[src/rtl/cluster_readout_encoder.sv]
// Cluster readout encoder: turns a 256-strip hit map into a header word,
// one cluster word per lowest-set-bit group of four strips, and a trailer.
module cluster_readout_encoder #(
    parameter int MAX_CLUST = 64
) (
    input  logic         CLK,
    input  logic         RST,
    input  logic         START,
    input  logic         NO_0_1,
    input  logic [271:0] DIN,
    input  logic         OUT_READY,
    output logic         BUSY,
    output logic         OUT_VALID,
    output logic [1:0]   OUT_TYPE,
    output logic [15:0]  OUT_DATA,
    output logic         DROPPED
);

    typedef enum logic [1:0] {
        IDLE,
        HEADER,
        SCAN,
        TRAILER
    } state_t;

    localparam logic [6:0] MAX_C = 7'(MAX_CLUST);

    state_t       state;
    logic [255:0] hit;
    logic [15:0]  tag;
    logic [6:0]   count;
    logic         ovf;
    logic         empty;
    logic [7:0]   cur_a;

    logic         xfer;
    logic [255:0] src;
    logic [6:0]   src_cnt;
    logic         src_any;
    logic         room;
    logic         ovf_n;
    logic [7:0]   a;
    logic [258:0] ext;
    logic [2:0]   next3;

    assign xfer = OUT_VALID && OUT_READY;

    // The next word is chosen from the hit map as it will be after the
    // current transfer, so consecutive words follow with no idle cycle.
    always_comb begin
        src     = hit;
        src_cnt = count;
        if (state == SCAN) begin
            src     = hit & ~(256'hF << cur_a);
            src_cnt = count + 7'd1;
        end
        src_any = |src;
        room    = src_cnt < MAX_C;
        ovf_n   = ovf | (src_any & ~room);
        a       = 8'd0;
        for (int i = 255; i >= 0; i--) begin
            if (src[i]) begin
                a = 8'(i);
            end
        end
        ext   = {3'b000, src};
        next3 = ext[9'(a) + 9'd1 +: 3];
    end

    always_ff @(posedge CLK) begin
        if (RST) begin
            state     <= IDLE;
            hit       <= '0;
            tag       <= '0;
            count     <= '0;
            ovf       <= 1'b0;
            empty     <= 1'b0;
            cur_a     <= '0;
            BUSY      <= 1'b0;
            OUT_VALID <= 1'b0;
            OUT_TYPE  <= 2'b00;
            OUT_DATA  <= '0;
            DROPPED   <= 1'b0;
        end else begin
            DROPPED <= BUSY && (START || NO_0_1);
            case (state)
                IDLE: begin
                    if (START || NO_0_1) begin
                        hit       <= START ? DIN[255:0] : '0;
                        empty     <= ~START;
                        tag       <= DIN[271:256];
                        count     <= '0;
                        ovf       <= 1'b0;
                        state     <= HEADER;
                        BUSY      <= 1'b1;
                        OUT_VALID <= 1'b1;
                        OUT_TYPE  <= 2'b01;
                        OUT_DATA  <= DIN[271:256];
                    end
                end
                HEADER, SCAN: begin
                    if (xfer) begin
                        hit   <= src;
                        count <= src_cnt;
                        if (src_any && room) begin
                            state    <= SCAN;
                            cur_a    <= a;
                            OUT_TYPE <= 2'b10;
                            OUT_DATA <= {a, next3, 5'b00000};
                        end else begin
                            // Hits left over at the cluster limit are dropped.
                            state    <= TRAILER;
                            ovf      <= ovf_n;
                            OUT_TYPE <= 2'b11;
                            OUT_DATA <= {ovf_n, empty, 7'd0, src_cnt};
                        end
                    end
                end
                TRAILER: begin
                    if (xfer) begin
                        state     <= IDLE;
                        BUSY      <= 1'b0;
                        OUT_VALID <= 1'b0;
                    end
                end
                default: begin
                    state <= IDLE;
                end
            endcase
        end
    end

endmodule

[config.mk]
export PLATFORM = sky130hd
export DESIGN_NAME = cluster_readout_encoder
export DESIGN_NICKNAME = d
export VERILOG_FILES = /design/src/rtl/cluster_readout_encoder.sv
export SDC_FILE = /design/constraint.sdc
export NUM_CORES = 2
export LEC_CHECK = 0
export BUFFER_PORTS_ARGS = -buffer_cell sky130_fd_sc_hd__buf_4
export CAP_MARGIN = 10
export CORE_MARGIN = 2
export CORE_UTILIZATION = 40
export DETAILED_ROUTE_END_ITERATION = 7
export PLACE_DENSITY_LB_ADDON = 0.3
export SLEW_MARGIN = 20
export SYNTH_ARGS = -nofsm -noshare
export SYNTH_HDL_FRONTEND = slang
export SYNTH_SLANG_ARGS = --single-unit
export TNS_END_PERCENT = 5
[constraint.sdc]
create_clock -name CLK -period 6.8 [get_ports CLK]
set_clock_uncertainty 0.1 [all_clocks]
set_input_delay 1.36 -clock CLK [delete_from_list [all_inputs] [get_ports CLK]]
set_output_delay 1.36 -clock CLK [all_outputs]
set_load 0.05 [all_outputs]
==> results.md <==
- Post-CTS setup buffer count: 0
- Clk slew on worst S/H paths: 70 ps
- Fmax: 0.153 GHz
- Unrepaired setup endpoints after global routing: false
- CP startpoint: cur_a[1]
- Post-cts resize count: 0
- Worst path buffer plus inverter count: 5
- Yosys cell types: 115
- Die area: 0.0710 mm2
- GR Util All Layers: 0.442
- Post-synthesis async set-or-reset flop share: 0
- Post-synth EDFFs: 0
- Most common library cell in the layout ignoring fill and taps: buf_4
- Worst-path fanout max: 36
- Core ar.: 0.0683 mm2
- Yosys reg bits: 295
- Chip Height: 266 um
- Crit path kind: flop to flop
- Fin. max-slew vios: 0
- Antenna Nets Post-Route: 0
- Crit-path leading delay family: compound AO/OA/AOI/OAI gates
- Worst EP arrival: 6940 ps
- First-pass GRT wire length: 233 mm
- Primary FF master, synth: dfxtp_1
- Sequential-to-total area share from yosys stat: 0.214
- Setup slack, reg-to-reg: 240 ps
- Final Hold Viols: 0
- Synthesized area per cell: 7.14 um2
- Vias in the first global route: 34000
- Total grt overflow: 0
- Site Rows: 96
- CTS sink count: 295
- CTS HTree Levels: 2
- Largest net degree at the start of global routing: 165
- CP endpoint kind: flop
- Final setup fails: 0
- CP cell instances: ha_1, nand3b_1, and2_2, buf_12, o21a_1, buf_4, nor3_1, o21ai_0, a2111oi_1, buf_4, o2111ai_1, o211a_1, nor2_8, buf_12, nand2_2, buf_4, or3_1, o2111ai_1, o31ai_1, o211ai_1, nand3_1, o32ai_1
- Slew @ Worst Pin: 1030 ps
- DRT Wirelength: 162 mm
- Fill cells: 6855
- Slew HR: 0.310
- Max incr delay on CP: 560 ps
- Syn-to-layout area delta: 30.5%
- Ports: 298
- Synth warn: 0
- Pleak: 14.0 nW
- Crit path top cell by count: buf_4
- DRT iter0 DRCs: 4823
- VDD IR max: 292 uV
- Layout cells sized above 1: 0.258
- Reg2Reg Launch Point: cur_a[1]
- Failing checks: design-rule violations
- Dpl hpwl: 126 mm
- Max-cap violations: 0
- CP Data Required Time: 7180 ps
- Worst min path class: flop to flop
- Power Total: 15.5 mW
- Crit path depth: 22
- CP endpoint: OUT_DATA[5]
- Final Net Count: 4775
- RR Endpoint: OUT_DATA[5]
- Initial Util: 0.403
- Mapped Area: 0.0275 mm2
- DR pass1 iterations: 8
- CTS tree: done
- Synth Net Count: 4140
- Period utilisation layout: 0.964
- Commonest non-fill, non-tap cells in the layout: buf_4 (955), nor2_1 (386), a211oi_1 (373), nand2_1 (348), dfxtp_1 (293)
- I/O Buffers: 297
- Clk buf depth: 3
- Die Width: 266 um
- Num CTS Buffers: 36
- Period minus WS final: 6560 ps
- Final Wtd Congestion: 1.12
- Vias: 36700
- Setup TNS Final: 0 ps
- Critical-path top delay cell: dfxtp_2
- Reg2reg path depth: 22
- Clk_lat worst skew: 580 ps
- DR vias/cell: 6.81
- Startpoint type of the worst setup path: flop
- Drc violations: 1
- Cells after Synth: 3857
- CTS root buf: clkbuf_16
- Initial antenna violation count: 4
- Status: finished with violations
- Pwr/cell area: 432 mW/mm2
- Per-cell routed wire length: 30.1 um
- Hold buffers post-CTS: 0
-- synthesized netlist by cell type, types with 24 or more instances --
cell / instances / area [um2]
a311oi_1: 139 / 1220
clkbuf_1: 227 / 852
o31ai_1: 36 / 270
buf_6: 32 / 360
dfxtp_1: 295 / 5910
o21ai_0: 281 / 1410
o21a_1: 129 / 968
buf_2: 92 / 460
nand2_1: 350 / 1310
and3_1: 138 / 863
a31oi_1: 31 / 194
inv_1: 31 / 116
o211ai_1: 85 / 638
mux2i_1: 75 / 751
a211oi_1: 374 / 2810
nor4_1: 32 / 200
nor2_1: 387 / 1450
o2111ai_1: 31 / 272
a21oi_1: 180 / 901
nand3_1: 189 / 946
nand4_1: 54 / 338
o21ai_1: 61 / 305
buf_1: 24 / 90.1
nor3_1: 88 / 440
-- cells by family (layout without fill, tap and decap cells) --
group           Yosys count  in the layout  share of synthesized area
other cells               0              2                          0
flops                   295            295                      0.214
xor+xnor                  6              6                    0.00191
fa+ha+maj                 7              7                    0.00309
buf+inv                 428           1082                     0.0745
mux                      93             93                     0.0348
compound gates         1630           1630                      0.423
simple gates           1398           1398                      0.248
-- stage by stage --
| step | std cells | hold WS (ps) | util | worst slack [ps] | cell area [um2] |
|---|---|---|---|---|---|
| after floorplan | 3857 | 344 | - | 1970 | 27500 |
| after detailed placement | 5336 | 347 | 0.508 | 140 | 34700 |
| after global placement | 5336 | 345 | 0.508 | 221 | 34700 |
| after CTS | 5393 | 355 | 0.525 | 64.8 | 35900 |
| after global routing | 5393 | 392 | 0.526 | 31.5 | 35900 |
| final | 5395 | 353 | 0.526 | 245 | 35900 |
-- worst register-to-register path, cell delays in order (launching register included) --
cell	delay [ps]
dfxtp_2	560
ha_1	380
nand3b_1	290
and2_2	450
buf_12	230
o21a_1	210
buf_4	170
nor3_1	170
o21ai_0	150
a2111oi_1	460
buf_4	210
o2111ai_1	300
o211a_1	430
nor2_8	160
buf_12	250
nand2_2	110
buf_4	230
or3_1	330
o2111ai_1	140
o31ai_1	170
o211ai_1	310
nand3_1	290
o32ai_1	340
-- final cells by class --
cell class / count / area, um2 / share of cell area
tap: 882 / 1100 / 0.0307
timing repair buffer: 994 / 7950 / 0.221
inverter: 31 / 116 / 0.00324
clock inverter: 10 / 130 / 0.00362
clock buffer: 47 / 1020 / 0.0285
sequential: 295 / 5910 / 0.165
multi-input combinational: 3134 / 19700 / 0.548
antenna: 2 / 5.00 / 0.000139
-- flip-flops by register name, indices dropped and copies added (netlist names) --
name	count
OUT_VALID	1
state	2
empty	1
ovf	1
count	7
DROPPED	1
OUT_TYPE	2
OUT_DATA	16
cur_a	8
hit	256
-- routing by layer --
metal  vias up  global-route usage  share of wire
met5         -                   0        0.00022
met4         6               0.276          0.075
met3       505               0.106           0.11
met2      2365               0.649           0.41
met1     17500               0.582           0.41
li1      16300                   -              -
-- power by group --
group          switching [mW]  internal (mW)  leakage, nW
Combinational            7.05           4.37         11.0
Sequential              0.173           1.92         2.41
Clock                   0.840           1.16        0.566
Total                    8.07           7.45         14.0
-- worst min-delay path by stage --
| stage | to | slack, ps | cells after the start | from |
|---|---|---|---|---|
| 6_report | OUT_TYPE[1] | 350 | 2 | OUT_TYPE[1] |
| 5_1_grt | hit[233] | 390 | 2 | hit[233] |
| 4_1_cts | OUT_TYPE[1] | 360 | 2 | OUT_TYPE[1] |
| 3_5_place_dp | OUT_TYPE[1] | 350 | 2 | OUT_TYPE[1] |
| 3_3_place_gp | OUT_TYPE[0] | 340 | 2 | OUT_TYPE[0] |
| 2_1_floorplan | count[6] | 340 | 2 | count[6] |
No activity file was read; power rests on OpenSTA's default activity.
